===== src/rtl/mem_req_ctrl.sv =====
// rtl/mem_req_ctrl.sv - pipeline-to-mem_system load/store request controller
// Optional hit/miss performance counters: MEM_PERF_CNT_EN
module mem_req_ctrl #(
  parameter int TIMEOUT = 64
) (
  input  logic        clk,
  input  logic        rst,
  input  logic        pipe_rd,
  input  logic        pipe_wr,
  input  logic [15:0] pipe_addr,
  input  logic [15:0] pipe_wdata,
  output logic        pipe_stall,
  output logic [15:0] pipe_rdata,
  output logic        rdata_valid,
  output logic        err,
  output logic [15:0] mem_addr,
  output logic [15:0] mem_datain,
  output logic        mem_rd,
  output logic        mem_wr,
  input  logic [15:0] mem_dataout,
  input  logic        mem_done,
  input  logic        mem_stall,
  input  logic        mem_hit,
  input  logic        mem_err,
  output logic [15:0] hit_cnt,
  output logic [15:0] miss_cnt
);

  typedef enum logic [2:0] {IDLE, ISSUE, WAIT, RESP, ERR} state_t;

  localparam logic [7:0] TMO_LAST = 8'(TIMEOUT - 1);

  state_t     state, state_nxt;
  logic       op_rd, op_wr;
  logic [7:0] tmo_cnt;
  logic       latch_req, capture, go_err, tmo_clr, tmo_inc;

  always_comb begin
    state_nxt = state;
    latch_req = 1'b0;
    capture   = 1'b0;
    go_err    = 1'b0;
    tmo_clr   = 1'b0;
    tmo_inc   = 1'b0;
    case (state)
      IDLE: begin
        if (pipe_rd | pipe_wr) begin
          if (pipe_addr[0] | (pipe_rd & pipe_wr)) begin
            go_err    = 1'b1;
            state_nxt = ERR;
          end else begin
            latch_req = 1'b1;
            state_nxt = ISSUE;
          end
        end
      end
      ISSUE: begin
        // mem_err wins over a same-cycle done
        if (mem_err) begin
          go_err    = 1'b1;
          state_nxt = ERR;
        end else if (!mem_stall) begin
          if (mem_done) begin
            capture   = 1'b1;
            state_nxt = RESP;
          end else begin
            tmo_clr   = 1'b1;
            state_nxt = WAIT;
          end
        end
      end
      WAIT: begin
        if (mem_err) begin
          go_err    = 1'b1;
          state_nxt = ERR;
        end else if (mem_done) begin
          capture   = 1'b1;
          state_nxt = RESP;
        end else if (tmo_cnt == TMO_LAST) begin
          go_err    = 1'b1;
          state_nxt = ERR;
        end else begin
          tmo_inc = 1'b1;
        end
      end
      RESP:    state_nxt = IDLE;
      ERR:     state_nxt = ERR;
      default: state_nxt = IDLE;
    endcase
  end

  always_ff @(posedge clk) begin
    if (!rst) begin
      state      <= IDLE;
      op_rd      <= 1'b0;
      op_wr      <= 1'b0;
      mem_addr   <= 16'h0000;
      mem_datain <= 16'h0000;
      pipe_rdata <= 16'h0000;
      err        <= 1'b0;
      tmo_cnt    <= 8'h00;
    end else begin
      state <= state_nxt;
      if (latch_req) begin
        op_rd      <= pipe_rd;
        op_wr      <= pipe_wr;
        mem_addr   <= pipe_addr;
        mem_datain <= pipe_wdata;
      end
      if (capture) pipe_rdata <= mem_dataout;
      if (go_err) err <= 1'b1;
      if (tmo_clr) tmo_cnt <= 8'h00;
      else if (tmo_inc) tmo_cnt <= tmo_cnt + 8'h01;
    end
  end

  assign pipe_stall  = ((state == IDLE) & (pipe_rd | pipe_wr)) | (state == ISSUE) |
                       (state == WAIT) | (state == ERR);
  assign mem_rd      = (state == ISSUE) & op_rd & ~mem_stall;
  assign mem_wr      = (state == ISSUE) & op_wr & ~mem_stall;
  assign rdata_valid = (state == RESP) & op_rd;

`ifdef MEM_PERF_CNT_EN
  logic in_flight;
  assign in_flight = (state == ISSUE) | (state == WAIT);

  always_ff @(posedge clk) begin
    if (!rst) begin
      hit_cnt  <= 16'h0000;
      miss_cnt <= 16'h0000;
    end else if (in_flight & mem_done) begin
      if (mem_hit) begin
        if (hit_cnt != 16'hFFFF) hit_cnt <= hit_cnt + 16'h0001;
      end else begin
        if (miss_cnt != 16'hFFFF) miss_cnt <= miss_cnt + 16'h0001;
      end
    end
  end
`else
  logic unused_hit;
  assign unused_hit = mem_hit;
  assign hit_cnt    = 16'h0000;
  assign miss_cnt   = 16'h0000;
`endif

endmodule


===== config.mk =====
export PLATFORM = sky130hd
export DESIGN_NAME = mem_req_ctrl
export DESIGN_NICKNAME = d
export VERILOG_FILES = /design/src/rtl/mem_req_ctrl.sv
export SDC_FILE = /design/constraint.sdc
export NUM_CORES = 1
export LEC_CHECK = 0
export ABC_AREA = 1
export ABC_CLOCK_PERIOD_IN_PS = 3600
export CAP_MARGIN = 25
export CORE_AREA = 2 2 86 88
export DETAILED_ROUTE_END_ITERATION = 10
export DIE_AREA = 0 0 88 90
export PLACE_DENSITY = 0.83
export REMOVE_ABC_BUFFERS = 1
export SYNTH_ARGS = -nofsm -noshare
export SYNTH_HDL_FRONTEND = slang
export SYNTH_SLANG_ARGS = --single-unit

===== constraint.sdc =====
create_clock -name clk -period 3.6 [get_ports clk]
set_clock_uncertainty 0.1 [all_clocks]
set_input_delay 0.54 -clock clk [delete_from_list [all_inputs] [get_ports clk]]
set_output_delay 0.54 -clock clk [all_outputs]
set_load 0.01 [all_outputs]

# After elaboration in Yosys (flattened, before gate mapping)
# Index checks and enable logic that the tools add are counted.
dict set report totals {
  regBits 62
  out_inout_bits 85
}
dict set report classes {
  add_sub_neg 1
  eq_ne 8
  muxes 32
  bitwise_logic 14
  reduce_logical 3
}
# op n
set ops {}
lappend ops {{1-bit two-way mux} 22}
lappend ops {{3-bit two-way mux} 7}
lappend ops {{3-bit one-hot mux with 4 select lines} 1}
lappend ops {{8-bit by 1-bit adder with 8-bit output (second input constant)} 1}
lappend ops {{8-bit by 6-bit equality test with 1-bit output (second input constant)} 1}
lappend ops {{1-bit AND} 7}
lappend ops {{3-bit by 2-bit equality test with 1-bit output (second input constant)} 2}
lappend ops {{1-bit OR} 5}
lappend ops {{4-bit != test (second input constant)} 1}
lappend ops {{3-bit by 1-bit equality test with 1-bit output (second input constant)} 1}
lappend ops {{3-bit equality test (second input constant)} 1}
lappend ops {{3-bit zero test} 1}
lappend ops {{3-bit != test (second input constant)} 1}
lappend ops {{1-bit one-hot mux with 3 select lines} 1}
lappend ops {{3-bit AND reduction} 1}
lappend ops {{2-bit != test (second input constant)} 1}
lappend ops {{1-bit inverter} 2}
lappend ops {{1-bit one-hot mux with 2 select lines} 1}
lappend ops {{2-bit OR reduction} 1}

# Longest topological paths before layout
dict set report logic_depth {
  word_depth 5
  ltp_mapped 9
}

# Least setup slack after synthesis
# No wires, ideal clock.
dict set report synth_timing {
  path_type {input to output}
  from {input port pipe_wr}
  to {output port pipe_stall}
  arrival_ns 1.012
  required_ns 2.960
  slack_ns 1.948
  cell_stages 4
  path_buffers 0
  path_cell_list {nor2_1 -> inv_1 -> a21oi_1 -> nand2_1}
}
dict set report synth_via {
  elab_chain_len 5
}
# element line
set synth_lines {}
lappend synth_lines {{from (decl)} 9} ;# input logic pipe_wr,
lappend synth_lines {{1-bit OR} 117} ;# assign pipe_stall = ((state == IDLE) & (pipe_rd | pipe_wr)) | (state == ISSUE) |
lappend synth_lines {{1-bit AND} 117}
lappend synth_lines {{1-bit OR (2 in a row)} 117}
lappend synth_lines {{1-bit OR} 118} ;# (state == WAIT) | (state == ERR);
lappend synth_lines {{to (decl)} 12} ;# output logic pipe_stall,
# Every way passes these cells.

# Worst setup path after layout
# Same ends and word-level chain as after synthesis.

==> flow_summary_export.csv <==
group,metric,value,unit
global_routing,antenna_found_initial,0,
clocking,htreeDepth,3,
drt,firstDrtPassIters,5,
global_routing,first_global_vias,2723,
logic_synthesis,synth_seq_area_share,41.8,%
timing,hold_violations,0,
die,start_util,42.3,%
timing,fin_tns_setup,0,ns
logic_synthesis,synthFlopType,"dfxtp_1",
power_and_ir_drop,cellPowerDensity,459,mW/mm^2
worst_setup_path,worst-path-max-fanout,3,
die,fp.dieW,88,um
finish,fillerInstances,629,
die,core_area,0.00702,sq mm
run,cap_violations,0,
worst_setup_path,cp_slowest_stage_delay,0.47,ns
clocking,clk_pin_slew,0.06,ns
clocking,ctsLongestPathBuffers,2,
global_routing,overflow,0,
worst_setup_path,cp_common_cell,"clkdlybuf4s50_1",
timing,maxSlewViolCount,0,
finish,design_area,0.00417,sq mm
finish,final_layout_size_suffix_gt1_share,6.07,%
placement,port_buffers,107,
worst_setup_path,slowest_stage,"clkdlybuf4s50_1",
drt,route.detailed.drc,0,
worst_setup_path,cp-start-kind,"input port",
clocking,postCtsHoldBufs,0,
drt,drt_iter0_drc,88,
timing,rsz0062_at_grt,"false",
finish,final_common_cell,"clkdlybuf4s50_1",
clocking,cts_resized,0,
worst_setup_path,required,2.96,ns
power_and_ir_drop,p_leak,0.00174,uW
finish,final_cell_mix,"clkdlybuf4s50_1, nor2_1, nand2_1",
clocking,cts_root_buf,"clkbuf_8",
logic_synthesis,ys_async_sr_fraction,0,%
drt,routedWlPerCell,11.5,um
worst_setup_path,worst-path-buf-inv,3,
logic_synthesis,netlist-cell-type-count,28,
logic_synthesis,synth-seq-cells,62,
power_and_ir_drop,max-vdd-ir-drop,0.000273,V
clocking,postCtsSetupRepairBufs,0,
die,boundaryPins,141,
worst_setup_path,end_kind,"output port",
finish,syn_to_final_growth,40.4,%
timing,holdWs,0.339,ns
global_routing,grt_pass1_wl,12000,um
drt,wirelength,7210,um
die,die_area,0.00792,sq mm
timing,worst_pin_slew,0.820,ns
finish,n_antenna_cell,0,
timing,period_needed,2.63,ns
finish,multiInputGateArea,0.00135,sq mm
placement,finalWeightedCongestion,0.852,
drt,drtAntennaViolNets,0,
finish,final_nets,579,
timing,finalSetupViolCount,0,
clocking,cts_inserted_buffers,9,
global_routing,grt_usage,19.2,%
timing,finalCritPeriodShare,73.0,%
power_and_ir_drop,finalPower,1910,uW
finish,seq_area,0.00124,sq mm
logic_synthesis,synth_area_per_cell,7.02,sq um
worst_setup_path,crit_family,"buffers and inverters",
timing,max_freq,380,MHz
placement,hpwl,5070,um
drt,viasPerCell,4.60,
die,core.rowCount,31,
logic_synthesis,yosysTopAreaCell,"dfxtp_1",
clocking,clk_latency,0.34,ns
clocking,clock_sinks,62,
global_routing,grt_max_degree,44,
logic_synthesis,synth_edf_count,0,
worst_setup_path,crit_chain,"clkdlybuf4s50_1 > nor2_1 > inv_1 > a21oi_1 > nand2_1 > clkdlybuf4s50_1",
clocking,cts_tree,"yes",
worst_hold_path,min_path_type,"flop to flop",
logic_synthesis,synth_cells,423,
worst_setup_path,criticalPathCategory,"input port to output port",
logic_synthesis,synth_area,0.00297,sq mm
drt,num_vias,2878,
worst_setup_path,cp.arrival,1.99,ns
logic_synthesis,synth_top_area_share,41.8,%
logic_synthesis,ys_warn_count,0,
die,die_h,90,um
logic_synthesis,synth.area.top_cells,"dfxtp_1, nor2_1, buf_4, nand2_1, nand3_1",
timing,relSlewSlack,45.2,%
run_status,status,"finished clean",
placement,place_area,0.00393,sq mm
-- metrics by stage --
step | worst slack, ns | instances | util (%)
finish | 0.971 | 626 | 59.4
global route | 0.906 | 626 | 59.4
CTS | 0.993 | 626 | 59.4
global placement | 0.938 | 610 | 56.0
detailed placement | 0.899 | 610 | 56.0
floorplan | 1.76 | 403 | -
-- worst paths after layout --
kind          startpoint     endpoint  slack [ns]  depth (start not counted)
max              pipe_wr   pipe_stall        0.97                          6
min          mem_addr[0]  mem_addr[0]        0.34                          2
max reg2reg     state[0]        op_wr        1.56                          7
min reg2reg  mem_addr[0]  mem_addr[0]        0.34                          2
-- sequential cells by signal, summed over array words and instances (netlist names) --
name	count
mem_addr	16
mem_datain	16
pipe_rdata	16
tmo_cnt	8
state	3
err	1
op_rd	1
op_wr	1
-- worst register-to-register path: cells and delay by family, from the launching register on --
kind	cells	cell delay, ns
flops	1	0.33
simple gates	4	0.73
buf+inv	2	0.67
compound gates	1	0.14
-- metal layers --
layer	GRT usage, %	wire length [um]	vias to the layer above
met4	6.92	125	0
met1	21.2	2990	1298
li1	-	-	1466
met5	0	0	-
met2	32.0	3510	99
met3	8.54	593	15
-- Yosys cell counts, types with 5 or more instances --
| cell | number |
|---|---|
| a21oi_1 | 29 |
| buf_2 | 9 |
| buf_4 | 33 |
| clkbuf_1 | 6 |
| dfxtp_1 | 62 |
| inv_1 | 31 |
| inv_2 | 5 |
| nand2_1 | 64 |
| nand3_1 | 30 |
| nor2_1 | 97 |
| o21ai_0 | 5 |
| o21ai_1 | 28 |
-- power by group --
group / switching (uW) / internal [uW] / leakage (uW) / total [uW]
sequential: 32.0 / 746 / 0.000506 / 778
combinational: 212 / 207 / 0.00112 / 418
clock: 272 / 446 / 0.000120 / 718
total: 516 / 1400 / 0.00174 / 1910
-- cell type report --
type	instances	area share (%)
Inverter	38	3.45
Timing Repair Buffer	108	25.8
Clock inverter	3	1.56
Multi-Input combinational cell	303	32.4
Sequential cell	62	29.8
Tap cell	99	2.97
Clock buffer	13	4.05
-- kinds of logic after synthesis --
| family | Yosys count | share of synthesized area (%) |
|---|---|---|
| simple gates | 204 | 29.4 |
| buf+inv | 89 | 16.6 |
| compound gates | 63 | 10.7 |
| flops | 62 | 41.8 |
| xor+xnor | 3 | 0.885 |
| fa+ha+maj | 1 | 0.421 |
| other cells | 1 | 0.126 |
No activity file was read; power rests on OpenSTA's default activity.
